**src/rtl/scratchpad_dma_ctrl.sv**
```systemverilog
// Tile sequencer between the tensor-core scratchpad and the memory arbiter.
// Moves ROWS x DATA_W tiles between local slots and memory via sLoad/sStore.
module scratchpad_dma_ctrl #(
   parameter int ROWS       = 4,
   parameter int DATA_W     = 64,
   parameter int ADDR_W     = 32,
   parameter int NSLOT      = 4,
   parameter int ROW_STRIDE = 8,
   localparam int SW = $clog2(NSLOT),
   localparam int RW = $clog2(ROWS)
) (
   input  logic              CLK,
   input  logic              nRST,
   input  logic              cmd_valid,
   output logic              cmd_ready,
   input  logic              cmd_op,
   input  logic [ADDR_W-1:0] cmd_addr,
   input  logic [SW-1:0]     cmd_slot,
   output logic              done,
   output logic              err,
   output logic [NSLOT-1:0]  slot_valid,
   input  logic [SW-1:0]     rd_slot,
   input  logic [RW-1:0]     rd_row,
   output logic [DATA_W-1:0] rd_data,
   input  logic              wr_en,
   input  logic [SW-1:0]     wr_slot,
   input  logic [RW-1:0]     wr_row,
   input  logic [DATA_W-1:0] wr_data,
   output logic              sLoad,
   output logic [ADDR_W-1:0] load_addr,
   input  logic              sLoad_hit,
   input  logic [2:0]        sLoad_row,
   input  logic [DATA_W-1:0] load_data,
   output logic              sStore,
   output logic [ADDR_W-1:0] store_addr,
   output logic [DATA_W-1:0] store_data,
   input  logic              sStore_hit
);

   typedef enum logic [1:0] {IDLE, LOAD, STORE} state_t;

   state_t            state;
   logic [RW-1:0]     row_cnt;
   logic [SW-1:0]     cur_slot;
   logic              last_row;
   logic              wr_blocked;
   logic [DATA_W-1:0] mem [NSLOT][ROWS];

   assign last_row   = (row_cnt == RW'(ROWS - 1));
   assign wr_blocked = wr_en && (state != IDLE) && (wr_slot == cur_slot);
   assign cmd_ready  = (state == IDLE);
   // Drops in the cycle of the final beat so the arbiter never restarts its loop.
   assign sLoad      = (state == LOAD) && !(sLoad_hit && last_row);
   assign rd_data    = mem[rd_slot][rd_row];
   assign store_data = mem[cur_slot][row_cnt];

   always_ff @(posedge CLK or negedge nRST) begin
      if (!nRST) begin
         state      <= IDLE;
         row_cnt    <= '0;
         cur_slot   <= '0;
         sStore     <= 1'b0;
         done       <= 1'b0;
         err        <= 1'b0;
         slot_valid <= '0;
         load_addr  <= '0;
         store_addr <= '0;
      end else begin
         done <= 1'b0;
         err  <= wr_blocked;
         case (state)
            IDLE: begin
               if (cmd_valid) begin
                  cur_slot <= cmd_slot;
                  row_cnt  <= '0;
                  if (cmd_addr[2:0] != 3'd0) begin
                     err <= 1'b1;
                  end else if (!cmd_op) begin
                     state                <= LOAD;
                     load_addr            <= cmd_addr;
                     slot_valid[cmd_slot] <= 1'b0;
                  end else begin
                     state      <= STORE;
                     store_addr <= cmd_addr;
                     sStore     <= 1'b1;
                  end
               end
            end
            LOAD: begin
               if (sLoad_hit) begin
                  if (sLoad_row != 3'(row_cnt)) err <= 1'b1;
                  if (last_row) begin
                     state                <= IDLE;
                     done                 <= 1'b1;
                     slot_valid[cur_slot] <= 1'b1;
                     row_cnt              <= '0;
                  end else begin
                     row_cnt <= row_cnt + 1'b1;
                  end
               end
            end
            STORE: begin
               if (sStore_hit) begin
                  if (last_row) begin
                     state   <= IDLE;
                     sStore  <= 1'b0;
                     done    <= 1'b1;
                     row_cnt <= '0;
                  end else begin
                     row_cnt    <= row_cnt + 1'b1;
                     // Running sum equals base + row_cnt*ROW_STRIDE modulo 2^ADDR_W.
                     store_addr <= store_addr + ADDR_W'(ROW_STRIDE);
                  end
               end
            end
            default: state <= IDLE;
         endcase
      end
   end

   always_ff @(posedge CLK) begin
      if (state == LOAD && sLoad_hit) mem[cur_slot][row_cnt] <= load_data;
      if (wr_en && !wr_blocked) mem[wr_slot][wr_row] <= wr_data;
   end

endmodule
```
**config.mk**
```make
export PLATFORM = sky130hd
export DESIGN_NAME = scratchpad_dma_ctrl
export DESIGN_NICKNAME = d
export VERILOG_FILES = /design/src/rtl/scratchpad_dma_ctrl.sv
export SDC_FILE = /design/constraint.sdc
export NUM_CORES = 2
export LEC_CHECK = 0
export CORE_MARGIN = 2
export CORE_UTILIZATION = 35
export CTS_BUF_LIST = sky130_fd_sc_hd__clkbuf_2
export DETAILED_ROUTE_END_ITERATION = 6
export PLACE_DENSITY_LB_ADDON = 0.05
export SETUP_SLACK_MARGIN = 0.02
export SLEW_MARGIN = 20
export SYNTH_ARGS = -nofsm -noshare
export SYNTH_HDL_FRONTEND = slang
export SYNTH_SLANG_ARGS = --single-unit
```
**constraint.sdc**
```tcl
create_clock -name CLK -period 8.4 [get_ports CLK]
set_clock_uncertainty 0.05 [all_clocks]
set_input_delay 1.68 -clock CLK [delete_from_list [all_inputs] [get_ports CLK]]
set_output_delay 1.68 -clock CLK [all_outputs]
set_load 0.01 [all_outputs]
```
==> results.json <==
{
  "hold_viol_final": 0,
  "ys_seq_area_share_pct": 52.0,
  "syn_to_final_growth_pct": 14.0,
  "min_path_type": "primary input to asynchronous set/reset pin",
  "synth_area_um2": 62900,
  "finalNonFillerCells": 6509,
  "multiInputGateArea_um2": 28500,
  "dp_slack_ns": 2.15,
  "root_buffer": "clkbuf_2",
  "switching_share_pct": 34.9,
  "ys.flop_type": "edfxtp_1",
  "r2r-start": "cur_slot[1]",
  "p_int_mw": 11.0,
  "regArea_um2": 32700,
  "slew_headroom_pct": 20.2,
  "crit_path_end_kind": "output port",
  "min_period_over_period_pct": 81.6,
  "p_switching_mw": 5.91,
  "grt_max_degree": 112,
  "dieArea_um2": 183000,
  "worstMarginPinSlew_ns": 1.20,
  "pwr-share-seq_pct": 39.9,
  "gp_congestion": 0.812,
  "reg2reg_slack_ns": 3.19,
  "cts-buffers-inserted": 340,
  "crit_arrival_ns": 5.12,
  "timing_worst_setup_path_type": "flip-flop to output port",
  "wire_per_inst_um": 35.6,
  "p_leak_nw": 23.1,
  "fp.dieW_um": 428,
  "ant_nets": 0,
  "ys_types": 64,
  "synth_cells": 3519,
  "synth_top_area_share_pct": 48.9,
  "synth-edff-count": 1024,
  "drt_iter0_markers": 3300,
  "utilization_pct": 40.2,
  "grt_pass1_wl_um": 323000,
  "fill_cells": 16300,
  "drt_pass1_iterations": 5,
  "hpwl_um": 125000,
  "dieHeight_um": 428,
  "max_freq_mhz": 146,
  "synth-seq-cells": 1101,
  "period_minus_slack_ns": 6.85,
  "peakVddDrop_mv": 0.234,
  "max_cap_violations": 0,
  "vias_per_cell": 5.98,
  "ios": 381,
  "drive_gt1_share_pct": 56.1,
  "clock_latency_ns": 1.71,
  "syn_area_per_cell_um2": 17.9,
  "setup_slack_ns": 1.55,
  "combPwrFrac_pct": 36.3,
  "io_buffers": 380,
  "yosysTopAreaCell": "edfxtp_1",
  "synth_area_leaders": "edfxtp_1, mux4_2, mux2_2",
  "rsz0062_at_grt": "false",
  "h-tree-depth": 5,
  "initial_core_util_pct": 35.2,
  "finalSetupViolations": 0,
  "cp_max_fo": 59,
  "antenna_found_initial": 38,
  "overflow": 0,
  "crit_required_ns": 6.67,
  "vias": 38900,
  "timing.critical_path.from_type": "flip-flop",
  "wl_um": 232000,
  "placedCellCount": 5945,
  "syn-num-nets": 3708,
  "drc_errors": 0,
  "power_density_nw_per_um2": 236,
  "r2r_cells": 7,
  "std_cell_rows": 155,
  "slew_violations": 0,
  "status": "finished clean",
  "cts_tree": "yes",
  "cts.sinks": 1101,
  "tns_ns": 0,
  "track_usage_pct": 25.2,
  "async_flop_share_pct": 6.99,
  "cts_buffer_depth": 4,
  "coreArea_um2": 178000,
  "r2r_end": "mem[0][64]",
  "clk_pin_slew_worst_paths_ns": 0.13,
  "p_clk_share_pct": 23.7,
  "grt_pass1_vias": 42200,
  "nets": 4122,
  "yosysWarnings": 0
}
## power groups by stage
| stage | combinational, mW | sequential [mW] | clock [mW] |
|---|---|---|---|
| finish | 6.16 | 6.76 | 4.02 |
| global route | 6.48 | 6.81 | 4.46 |
| CTS | 6.24 | 6.76 | 4.20 |
| detailed placement | 6.22 | 6.89 | 0 |
| global placement | 6.19 | 6.87 | 0 |
| floorplan | 3.71 | 6.75 | 0 |
## worst max path at each step
| stage | from | endpoint | slack [ns] | depth (start not counted) |
|---|---|---|---|---|
| 2_1_floorplan | sLoad_hit | mem[0][100] | 1.20 | 3 |
| 3_3_place_gp | rd_slot[0] | rd_data[26] | 2.17 | 5 |
| 3_5_place_dp | rd_slot[0] | rd_data[26] | 2.15 | 5 |
| 4_1_cts | cur_slot[0] | store_data[3] | 1.15 | 4 |
| 5_1_grt | cur_slot[0] | store_data[3] | 1.16 | 4 |
| 6_report | cur_slot[1] | store_data[53] | 1.55 | 4 |
## synth_stat cells (6+ instances only)
library cell / n
nor2b_1: 14
and4_1: 10
nand2b_1: 7
mux2i_1: 6
buf_6: 19
nor3_1: 15
mux4_2: 640
o21ai_0: 26
a21oi_1: 16
inv_1: 8
mux2_2: 1055
nor4_1: 12
a211oi_1: 6
nand3_1: 18
edfxtp_1: 1024
nand4_1: 17
buf_1: 19
dfrtp_1: 77
nor2_1: 23
o22ai_1: 17
nand2_1: 43
buf_2: 114
buf_4: 34
nor2_2: 7
and3_1: 6
ha_1: 9
clkbuf_1: 209
## cell families after synthesis
group	synth area share, %
compound gates	1.07
xor+xnor	0.0557
fa+ha+maj	0.179
buf+inv	3.10
flops	52.0
mux	41.9
simple gates	1.68
## sequential cells by signal, summed over array words and instances (netlist names)
name	flops
load_addr	32
mem	1024
done	1
cur_slot	2
row_cnt	2
store_addr	32
err	1
state	2
sStore	1
slot_valid	4
## per-stage QoR
stage	total power [mW]	cell area, µm²	hold WS, ns
2_1_floorplan	10.5	62900	0.476
3_3_place_gp	13.1	68900	0.434
3_5_place_dp	13.1	68900	0.441
4_1_cts	17.2	71600	0.186
5_1_grt	17.8	71700	0.321
6_report	16.9	71700	0.456
## cell usage in the layout, fill, tap and decap left out, drive strengths merged, types with 17 or more instances in the layout
cell type and n:
mux4 640, dfrtp 77, nand4 17, edfxtp 1024, nand3 18, clkdlybuf4s50 375, clkinv 70, nand2 43
buf 93, nor2 30, o22ai 17, mux2 1055, clkbuf 474, o21ai 30
## what timing repair did
action	4_1_cts	5_1_grt
hold buffers	1	0
buffers inserted	0	0
resized for setup	0	0
hold endpoints to repair	77	0
## per-layer routing
| layer | wire [µm] | vias up | GRT usage [%] | share of wire [%] |
|---|---|---|---|---|
| met1 | 93900 | 21000 | 32.2 | 41 |
| met5 | 188 | - | 0 | 0.081 |
| met3 | 13900 | 476 | 5.06 | 6.0 |
| li1 | - | 15800 | - | - |
| met4 | 7830 | 28 | 9.30 | 3.4 |
| met2 | 116000 | 1618 | 42.4 | 50 |
## layout make-up
class / instances / share of cell area (%)
flip-flops and latches: 1101 / 45.6
multi-input cells: 2010 / 39.8
clock inverters: 76 / 0.440
inverters: 11 / 0.0646
well taps: 2355 / 4.11
clock buffers: 474 / 3.31
repair buffers: 469 / 6.61
diodes: 13 / 0.0454
## worst max-delay path, stage by stage, from the launching register on
cell	delay [ns]
dfrtp_4	0.89
buf_4	0.94
mux4_2	0.44
mux4_2	0.46
clkdlybuf4s50_1	0.65
Note: power is estimated with default switching activity, not from simulation.
